<file path="src/rtl/pipelined_control_unit.sv">
// Pipelined control unit for the 5-stage RV32I core.
// Decodes the instruction in ID, carries its control word through ID/EX,
// a MEM_STAGES-deep memory chain and a final write-back register.
// MEM_STAGES is meaningful for 1..3; ALU_CTRL_W must be at least 4.
module pipelined_control_unit #(
  parameter int MEM_STAGES = 1,
  parameter int ALU_CTRL_W = 4
) (
  input  logic                  Clk,
  input  logic                  Reset,
  input  logic [6:0]            Opcode_D,
  input  logic [2:0]            Funct3_D,
  input  logic                  Funct7_5_D,
  input  logic                  Stall_E,
  input  logic                  Flush_E,
  input  logic                  Zero_E,
  input  logic                  Lt_E,
  input  logic                  Ltu_E,
  output logic [2:0]            ImmSrc_D,
  output logic                  Illegal_D,
  output logic                  AluSrcA_E,
  output logic [1:0]            AluSrcB_E,
  output logic [ALU_CTRL_W-1:0] AluControl_E,
  output logic                  LoadInE_E,
  output logic                  PCSrc_E,
  output logic                  PCJalr_E,
  output logic                  MemWrite_M,
  output logic                  RegWrite_M,
  output logic [2:0]            Funct3_M,
  output logic                  RegWrite_W,
  output logic [1:0]            ResultSrc_W
);

  localparam logic [6:0] OP_LOAD   = 7'b0000011;
  localparam logic [6:0] OP_STORE  = 7'b0100011;
  localparam logic [6:0] OP_R      = 7'b0110011;
  localparam logic [6:0] OP_I      = 7'b0010011;
  localparam logic [6:0] OP_BRANCH = 7'b1100011;
  localparam logic [6:0] OP_JAL    = 7'b1101111;
  localparam logic [6:0] OP_JALR   = 7'b1100111;
  localparam logic [6:0] OP_LUI    = 7'b0110111;
  localparam logic [6:0] OP_AUIPC  = 7'b0010111;

  localparam logic [2:0] IMM_I = 3'b000;
  localparam logic [2:0] IMM_S = 3'b001;
  localparam logic [2:0] IMM_B = 3'b010;
  localparam logic [2:0] IMM_J = 3'b011;
  localparam logic [2:0] IMM_U = 3'b100;

  localparam logic [3:0] ALU_ADD   = 4'b0000;
  localparam logic [3:0] ALU_SUB   = 4'b0001;
  localparam logic [3:0] ALU_AND   = 4'b0010;
  localparam logic [3:0] ALU_OR    = 4'b0011;
  localparam logic [3:0] ALU_XOR   = 4'b0100;
  localparam logic [3:0] ALU_SLT   = 4'b0101;
  localparam logic [3:0] ALU_SLTU  = 4'b0110;
  localparam logic [3:0] ALU_SLL   = 4'b0111;
  localparam logic [3:0] ALU_SRL   = 4'b1000;
  localparam logic [3:0] ALU_SRA   = 4'b1001;
  localparam logic [3:0] ALU_PASSB = 4'b1010;

  localparam logic [1:0] SRCB_RS2 = 2'b00;
  localparam logic [1:0] SRCB_IMM = 2'b01;

  localparam logic [1:0] RES_ALU = 2'b00;
  localparam logic [1:0] RES_MEM = 2'b01;
  localparam logic [1:0] RES_PC4 = 2'b10;

  // Full control word held in ID/EX.
  typedef struct packed {
    logic       reg_write;
    logic       mem_write;
    logic       branch;
    logic       jump;
    logic       jalr;
    logic [1:0] result_src;
    logic       alu_src_a;
    logic [1:0] alu_src_b;
    logic [3:0] alu_control;
    logic [2:0] funct3;
  } ex_ctrl_t;

  // Subset that survives past EX into the memory stages.
  typedef struct packed {
    logic       reg_write;
    logic       mem_write;
    logic [1:0] result_src;
    logic [2:0] funct3;
  } mem_ctrl_t;

  // Subset needed by write-back.
  typedef struct packed {
    logic       reg_write;
    logic [1:0] result_src;
  } wb_ctrl_t;

  // ALU operation for R-type and I-ALU; alt selects sub/sra.
  function automatic logic [3:0] alu_decode(input logic [2:0] f3, input logic alt);
    logic [3:0] op;
    case (f3)
      3'b000:  op = alt ? ALU_SUB : ALU_ADD;
      3'b001:  op = ALU_SLL;
      3'b010:  op = ALU_SLT;
      3'b011:  op = ALU_SLTU;
      3'b100:  op = ALU_XOR;
      3'b101:  op = alt ? ALU_SRA : ALU_SRL;
      3'b110:  op = ALU_OR;
      default: op = ALU_AND;
    endcase
    return op;
  endfunction

  ex_ctrl_t  dec;
  logic [2:0] imm_src;
  logic       illegal;
  ex_ctrl_t  ex_q;
  mem_ctrl_t m_in;
  mem_ctrl_t m_q [MEM_STAGES];
  wb_ctrl_t  w_q;
  logic      branch_cond;

  // Main decode in ID; unknown opcodes decode to an all-zero control word.
  always_comb begin
    dec        = '0;
    imm_src    = IMM_I;
    illegal    = 1'b0;
    dec.funct3 = Funct3_D;
    case (Opcode_D)
      OP_LOAD: begin
        dec.reg_write   = 1'b1;
        imm_src         = IMM_I;
        dec.alu_src_b   = SRCB_IMM;
        dec.result_src  = RES_MEM;
        dec.alu_control = ALU_ADD;
      end
      OP_STORE: begin
        dec.mem_write   = 1'b1;
        imm_src         = IMM_S;
        dec.alu_src_b   = SRCB_IMM;
        dec.alu_control = ALU_ADD;
      end
      OP_R: begin
        dec.reg_write   = 1'b1;
        dec.alu_src_b   = SRCB_RS2;
        dec.alu_control = alu_decode(Funct3_D, Funct7_5_D);
      end
      OP_I: begin
        // Only SRAI uses instruction[30]; for ADDI etc. it is immediate data.
        dec.reg_write   = 1'b1;
        imm_src         = IMM_I;
        dec.alu_src_b   = SRCB_IMM;
        dec.alu_control = alu_decode(Funct3_D, (Funct3_D == 3'b101) & Funct7_5_D);
      end
      OP_BRANCH: begin
        dec.branch      = 1'b1;
        imm_src         = IMM_B;
        dec.alu_src_b   = SRCB_RS2;
        dec.alu_control = ALU_SUB;
      end
      OP_JAL: begin
        dec.jump        = 1'b1;
        dec.reg_write   = 1'b1;
        imm_src         = IMM_J;
        dec.result_src  = RES_PC4;
      end
      OP_JALR: begin
        dec.jump        = 1'b1;
        dec.jalr        = 1'b1;
        dec.reg_write   = 1'b1;
        imm_src         = IMM_I;
        dec.alu_src_b   = SRCB_IMM;
        dec.alu_control = ALU_ADD;
        dec.result_src  = RES_PC4;
      end
      OP_LUI: begin
        dec.reg_write   = 1'b1;
        imm_src         = IMM_U;
        dec.alu_src_b   = SRCB_IMM;
        dec.alu_control = ALU_PASSB;
      end
      OP_AUIPC: begin
        dec.reg_write   = 1'b1;
        imm_src         = IMM_U;
        dec.alu_src_a   = 1'b1;
        dec.alu_src_b   = SRCB_IMM;
        dec.alu_control = ALU_ADD;
      end
      default: begin
        dec     = '0;
        imm_src = IMM_I;
        illegal = 1'b1;
      end
    endcase
  end

  assign ImmSrc_D  = imm_src;
  assign Illegal_D = illegal;

  // ID/EX register: flush beats stall, stall holds, otherwise load decode.
  always_ff @(posedge Clk or negedge Reset) begin
    if (!Reset) begin
      ex_q <= '0;
    end else if (Flush_E) begin
      ex_q <= '0;
    end else if (!Stall_E) begin
      ex_q <= dec;
    end
  end

  // Branch condition selected by the EX funct3; 010/011 never take.
  always_comb begin
    branch_cond = 1'b0;
    case (ex_q.funct3)
      3'b000:  branch_cond = Zero_E;
      3'b001:  branch_cond = ~Zero_E;
      3'b100:  branch_cond = Lt_E;
      3'b101:  branch_cond = ~Lt_E;
      3'b110:  branch_cond = Ltu_E;
      3'b111:  branch_cond = ~Ltu_E;
      default: branch_cond = 1'b0;
    endcase
  end

  assign AluSrcA_E    = ex_q.alu_src_a;
  assign AluSrcB_E    = ex_q.alu_src_b;
  assign AluControl_E = ALU_CTRL_W'(ex_q.alu_control);
  assign LoadInE_E    = (ex_q.result_src == RES_MEM);
  assign PCSrc_E      = (ex_q.branch & branch_cond) | ex_q.jump;
  assign PCJalr_E     = ex_q.jalr;

  // Entry into the memory chain: a bubble while EX is held by a stall.
  // With flush and stall together the EX instruction still moves on,
  // because the flush only clears what ID/EX loads next.
  always_comb begin
    m_in = '{reg_write:  ex_q.reg_write,
             mem_write:  ex_q.mem_write,
             result_src: ex_q.result_src,
             funct3:     ex_q.funct3};
    if (Stall_E && !Flush_E) begin
      m_in = '0;
    end
  end

  // Memory-stage shift chain, MEM_STAGES registers deep.
  always_ff @(posedge Clk or negedge Reset) begin
    if (!Reset) begin
      for (int i = 0; i < MEM_STAGES; i++) begin
        m_q[i] <= '0;
      end
    end else begin
      m_q[0] <= m_in;
      for (int i = 1; i < MEM_STAGES; i++) begin
        m_q[i] <= m_q[i-1];
      end
    end
  end

  // Write-back register fed from the last memory stage.
  always_ff @(posedge Clk or negedge Reset) begin
    if (!Reset) begin
      w_q <= '0;
    end else begin
      w_q <= '{reg_write:  m_q[MEM_STAGES-1].reg_write,
               result_src: m_q[MEM_STAGES-1].result_src};
    end
  end

  assign MemWrite_M  = m_q[0].mem_write;
  assign RegWrite_M  = m_q[0].reg_write;
  assign Funct3_M    = m_q[0].funct3;
  assign RegWrite_W  = w_q.reg_write;
  assign ResultSrc_W = w_q.result_src;

endmodule

</file>
<file path="config.mk">
export PLATFORM = sky130hd
export DESIGN_NAME = pipelined_control_unit
export DESIGN_NICKNAME = d
export VERILOG_FILES = /design/src/rtl/pipelined_control_unit.sv
export SDC_FILE = /design/constraint.sdc
export NUM_CORES = 1
export LEC_CHECK = 0
export BUFFER_PORTS_ARGS = -buffer_cell sky130_fd_sc_hd__buf_2
export CELL_PAD_IN_SITES_DETAIL_PLACEMENT = 1
export CELL_PAD_IN_SITES_GLOBAL_PLACEMENT = 1
export CORE_MARGIN = 2
export CORE_UTILIZATION = 41
export CTS_CLUSTER_SIZE = 30
export DETAILED_ROUTE_END_ITERATION = 10
export GPL_ROUTABILITY_DRIVEN = 0
export HOLD_SLACK_MARGIN = 0.1
export PLACE_DENSITY_LB_ADDON = 0.1
export SYNTH_ARGS = -nofsm -noshare
export SYNTH_HDL_FRONTEND = slang
export SYNTH_SLANG_ARGS = --single-unit
</file>
<file path="constraint.sdc">
create_clock -name Clk -period 3.1 [get_ports Clk]
set_input_delay 0.62 -clock Clk [delete_from_list [all_inputs] [get_ports Clk]]
set_output_delay 0.62 -clock Clk [all_outputs]
set_load 0.01 [all_outputs]
</file>
==> flow_summary.toml, run 1 <==
[run_status]
status = "finished, final reports clean"

[critical_path]
critical_path_class = "primary input to output port"
crit_path_end_kind = "output port"
path_max_fanout = 10
slowest_delay_ps = 260
path_common_cell = "buf_2"
path_cells = "buf_2 > nand3b_1 > a21boi_1 > o21ai_2 > nand3_1 > buf_2"
cp-start-kind = "primary input"
arrival_ps = 1670
cp_data_required_time_ps = 2480
cp_slowest_cell = "nand3b_1"

[place]
dp_hpwl_um = 2300
portBuffers = 38
placed_cell_area_um2 = 1440
place_ws_ps = 809

[final_layout]
final_common_cell = "buf_2"
antenna_cells = 0
syn_to_final_growth_pct = 10.2
fin_area_um2 = 1470
nets = 175
final_cell_mix = "38 x buf_2, 25 x dfrtp_1, 12 x nor2_1"
layout-drive-gt1-share_pct = 30.1

[routing]
antenna_left = 0
drc = 0
dr.first_iter.drc_count = 24
wl_um = 3000
vias = 1048
via_per_inst = 5.24
wl_per_cell_um = 15.0
drt_pass1_iterations = 4

[floorplan]
initial_core_util_pct = 43.3
io-pin-count = 40
die_h_um = 61.0
die_w_um = 61.0
fp.dieArea_um2 = 3720
rows = 20
coreArea_um2 = 3080

[synthesis]
netlist_instances = 131
ys_ff_latch = 25
synth-edff-count = 0
synth.cell_area_um2 = 1330
synth_warnings = 0
synthArstFlopShare_pct = 100
syn_avg_cell_area_um2 = 10.2
synth_cell_types = 35
seq_area_frac_synth_pct = 47.0
yosys_most_used_dff = "dfrtp_1"
synth_nets = 149

[grt]
grt-ovfl-total = 0
track_usage_pct = 18.0
grt_pass1_wl_um = 4910
grt_max_degree = 26
antenna_found_initial = 0
first_global_vias = 1030

[timing]
setup_slack_ps = 810
fin_skew_ps = 2.69
post-route-min-period_ps = 2290
slew_violations = 0
fin_setup_tns_ps = 0
fin_crit_sh_pct = 73.9
whs_ps = 267
worstMarginPinSlew_ps = 567
rsz0062_at_grt = "no"
hold_violations = 0
relSlewSlack_pct = 62.2
report.final.setup_viol = 0
fmax_mhz = 437

[power_and_ir_drop]
p_leak_nw = 0.743
peakVddDrop_uv = 140
power_density_nw_per_um2 = 375

[worst_hold_path]
hold_class = "primary input to asynchronous set/reset pin"

[cts]
numCtsBuffers = 3
path_clk_slew_ps = 140
post_cts_resized = 0
cts_tree = "built"
clk_latency_ps = 320
cts_max_level = 1
cts_root_buffer = "clkbuf_4"
cts_hold_buf = 0
cts-root-to-sink-buffers = 2
clock-sinks = 25
post-cts-setup-buffer-count = 0

[job]
drv_cap = 0
metal layers:
layer | vias up | wire [µm] | track usage, %
li1 | 500 | - | -
met4 | 0 | 69 | 7.76
met5 | - | 0 | 0
met1 | 511 | 1330 | 23.6
met3 | 6 | 139 | 2.35
met2 | 31 | 1460 | 29.8
logic make-up (layout without fill, tap and decap cells):
group / after synthesis / in the layout / share of synthesized area, %
and+or+nand+nor: 52 / 52 / 23.1
AOI/OAI and AO/OA: 28 / 28 / 14.3
DFF: 25 / 25 / 47.0
buffers and inverters: 19 / 44 / 11.1
xor gates and xnor gates: 4 / 4 / 2.63
muxes: 2 / 2 / 1.60
other: 1 / 1 / 0.282
stage by stage:
step / total power, mW / util [%] / cells
6_report: 0.549 / 47.6 / 200
5_1_grt: 0.579 / 47.6 / 200
4_1_cts: 0.557 / 47.6 / 200
3_5_place_dp: 0.407 / 46.7 / 196
3_3_place_gp: 0.405 / 46.7 / 196
2_1_floorplan: 0.382 / - / 131
cell usage after synthesis (all sizes together), types with 2 or more instances:
| cell | n | share of area (%) |
|---|---|---|
| dfrtp | 25 | 47 |
| buf | 16 | 9.5 |
| nor2 | 12 | 3.4 |
| a21oi | 10 | 3.8 |
| nor2b | 9 | 4.2 |
| nand3 | 8 | 3.0 |
| nand2 | 7 | 2.0 |
| nor3 | 5 | 1.9 |
| nor4 | 4 | 3.0 |
| o21ai | 4 | 1.8 |
| a22oi | 3 | 1.7 |
| a32o | 3 | 2.3 |
| xor2 | 3 | 2.0 |
| a21boi | 2 | 1.1 |
| a21o | 2 | 1.1 |
| inv | 2 | 0.56 |
| nand2b | 2 | 1.1 |
| nand4b | 2 | 1.3 |
critical path: cells and delay by family:
| family | cells | cell delay [ps] |
|---|---|---|
| AOI/OAI and AO/OA | 2 | 400 |
| and+or+nand+nor | 2 | 360 |
| buffers and inverters | 2 | 300 |
worst paths after layout:
path / start / endpoint / slack (ps) / depth (start not counted)
max: Opcode_D[4] / Illegal_D / 810 / 6
min: Reset / Funct3_M[2]$_DFF_PN0_ / 270 / 1
max reg2reg: ex_q[2]$_DFFE_PN0N_ / ex_q[2]$_DFFE_PN0N_ / 2320 / 1
min reg2reg: m_q[4]$_DFF_PN0_ / ResultSrc_W[1]$_DFF_PN0_ / 370 / 0
max in group asynchronous: Reset / PCJalr_E$_DFFE_PN0N_ / 2460 / 1
min in group Clk: m_q[4]$_DFF_PN0_ / ResultSrc_W[1]$_DFF_PN0_ / 370 / 0
sequential cells by signal, summed over array words and instances (netlist names):
name and count:
ex_q 8, AluControl_E 4, Funct3_M 3, ResultSrc_W 2, m_q 2, AluSrcA_E 1, AluSrcB_E 1, MemWrite_M 1
PCJalr_E 1, RegWrite_M 1, RegWrite_W 1
area by class of cell:
cell class / instances / area (µm²)
clock buffer: 3 / 22.5
clock inverter: 1 / 7.51
fill: 377 / 1610
inverter: 2 / 7.51
multi-input combinational: 87 / 558
sequential: 25 / 626
tap: 44 / 55.1
timing repair buffer: 38 / 190
power breakdown:
part,internal (mW),total (mW),switching [mW]
Clock,0.0492,0.149,0.0997
Sequential,0.328,0.329,0.00103
Combinational,0.0235,0.0713,0.0478
Total,0.401,0.549,0.149
(Power assumes the default switching activity.)
==> inputs of run 2 (changes only) <==
--- a/config.mk
+++ b/config.mk
@@ -9,7 +9,7 @@
 export CELL_PAD_IN_SITES_DETAIL_PLACEMENT = 1
 export CELL_PAD_IN_SITES_GLOBAL_PLACEMENT = 1
 export CORE_MARGIN = 2
-export CORE_UTILIZATION = 41
+export CORE_UTILIZATION = 38
 export CTS_CLUSTER_SIZE = 30
 export DETAILED_ROUTE_END_ITERATION = 10
 export GPL_ROUTABILITY_DRIVEN = 0
==> constraint.sdc (replaced) <==
create_clock -name Clk -period 2.12 [get_ports Clk]
set_input_delay 0.424 -clock Clk [delete_from_list [all_inputs] [get_ports Clk]]
set_output_delay 0.424 -clock Clk [all_outputs]
set_load 0.01 [all_outputs]
==> run 2 against run 1 <==
- register-to-register slack worse by 970 ps
- non-clock buffer count is 1 higher
- worst setup slack worse by 680 ps
- sequential power is 46% higher
- critical endpoint is now PCSrc_E
- largest power group unchanged
- highest routed layer unchanged
==> flow_summary.toml, run 2 (synthesized netlist as in run 1, its figures left out) <==
[cts]
clk_latency_ps = 320
cts_root_buffer = "clkbuf_4"
path_clk_slew_ps = 140
cts-root-to-sink-buffers = 2
post_cts_resized = 0
clock-sinks = 25
post-cts-setup-buffer-count = 0
numCtsBuffers = 3
cts_tree = "built"
cts_hold_buf = 1
cts_max_level = 1

[place]
portBuffers = 38
place_inst = 198
dp_hpwl_um = 2190
place_ws_ps = 232
placed_cell_area_um2 = 1440

[final_layout]
nets = 176
antenna_cells = 0
fin_util_pct = 44.0
largest_reg_flops = 8
final_common_cell = "buf_2"
syn_to_final_growth_pct = 11.1
final_cell_mix = "38 x buf_2, 25 x dfrtp_1, 12 x nor2_1"
fin_area_um2 = 1480
layout-drive-gt1-share_pct = 29.9
top_register = "ex_q"
layout.cells.non_filler = 203

[timing]
whs_ps = 367
slew_violations = 0
report.final.setup_viol = 0
fmax_mhz = 503
worstMarginPinSlew_ps = 557
setup_slack_ps = 132
fin_skew_ps = 0.577
relSlewSlack_pct = 62.9
post-route-min-period_ps = 1990
rsz0062_at_grt = "no"
fin_crit_sh_pct = 93.8
fin_setup_tns_ps = 0
hold_violations = 0

[floorplan]
rows = 21
die_w_um = 63.2
io-pin-count = 40
fp.dieArea_um2 = 3990
initial_core_util_pct = 39.6
die_h_um = 63.2
coreArea_um2 = 3360

[critical_path]
path_max_fanout = 4
critical_path_class = "register to output port"
crit_path_end_kind = "output port"
cp_data_required_time_ps = 1700
cp_slowest_cell = "dfrtp_1"
slowest_delay_ps = 440
path_cells = "mux2i_1 > xor2_1 > o21ai_0 > a21o_1 > buf_2"
arrival_ps = 1560
cp-startpoint = "ex_q[2]$_DFFE_PN0N_"
r2r_start = "ex_q[2]$_DFFE_PN0N_"
cp-start-kind = "register"

[routing]
antenna_left = 0
drc = 0
vias = 1043
dr.first_iter.drc_count = 17
met3WireLength_um = 91
met1_length_um = 1330
wl_per_cell_um = 13.9
wl_um = 2830
wl_met2_um = 1380
top_layer_used = "met4"
drt_pass1_iterations = 4
via_per_inst = 5.14

[grt]
antenna_found_initial = 0
grt-ovfl-total = 0
track_usage_pct = 16.0
first_global_vias = 1094
grt_max_degree = 26
grt_pass1_wl_um = 5060

[worst_hold_path]
hold_class = "register to register"
hp-start = "m_q[3]$_DFF_PN0_"

[power_and_ir_drop]
power_density_nw_per_um2 = 544
peakVddDrop_uv = 251
p_total_mw = 0.804
p_leak_nw = 0.747

[run_status]
status = "finished, final reports clean"

[job]
drv_cap = 0
-- run 2: cell type report --
| type | count | area [µm²] |
|---|---|---|
| Fill cell | 413 | 1880 |
| Sequential cell | 25 | 626 |
| Multi-Input combinational cell | 87 | 558 |
| Timing Repair Buffer | 39 | 200 |
| Tap cell | 46 | 57.6 |
| Clock buffer | 3 | 22.5 |
| Clock inverter | 1 | 7.51 |
| Inverter | 2 | 7.51 |
-- run 2: final timing paths --
kind                                               end  slack [ps]  depth (start not counted)
max                                            PCSrc_E         130                          5
min                           ResultSrc_W[0]$_DFF_PN0_         370                          0
max reg2reg                        ex_q[2]$_DFFE_PN0N_        1350                          1
min reg2reg                   ResultSrc_W[0]$_DFF_PN0_         370                          0
max in group asynchronous  AluControl_E[3]$_DFFE_PN0N_        1150                          2
min in group asynchronous        Funct3_M[1]$_DFF_PN0_         600                          2
-- run 2: layer usage --
layer  vias to the layer above  GRT usage [%]
met2                        27           27.1
met4                         0           6.52
met3                         2           1.79
met1                       508           20.7
li1                        506              -
met5                         -              0
-- run 2: critical path, delay by kind of cell (launching register included) --
kind	cells	cell delay (ps)
xor gates and xnor gates	1	150
buffers and inverters	1	130
AOI/OAI and AO/OA	2	280
muxes	1	240
DFF	1	440
-- run 2: power breakdown --
part | switching, mW | total (mW) | leakage [nW] | internal (mW)
Combinational | 0.0685 | 0.104 | 0.385 | 0.0356
Clock | 0.147 | 0.219 | 0.0139 | 0.0722
Sequential | 0.00150 | 0.481 | 0.349 | 0.480
Total | 0.217 | 0.804 | 0.747 | 0.587
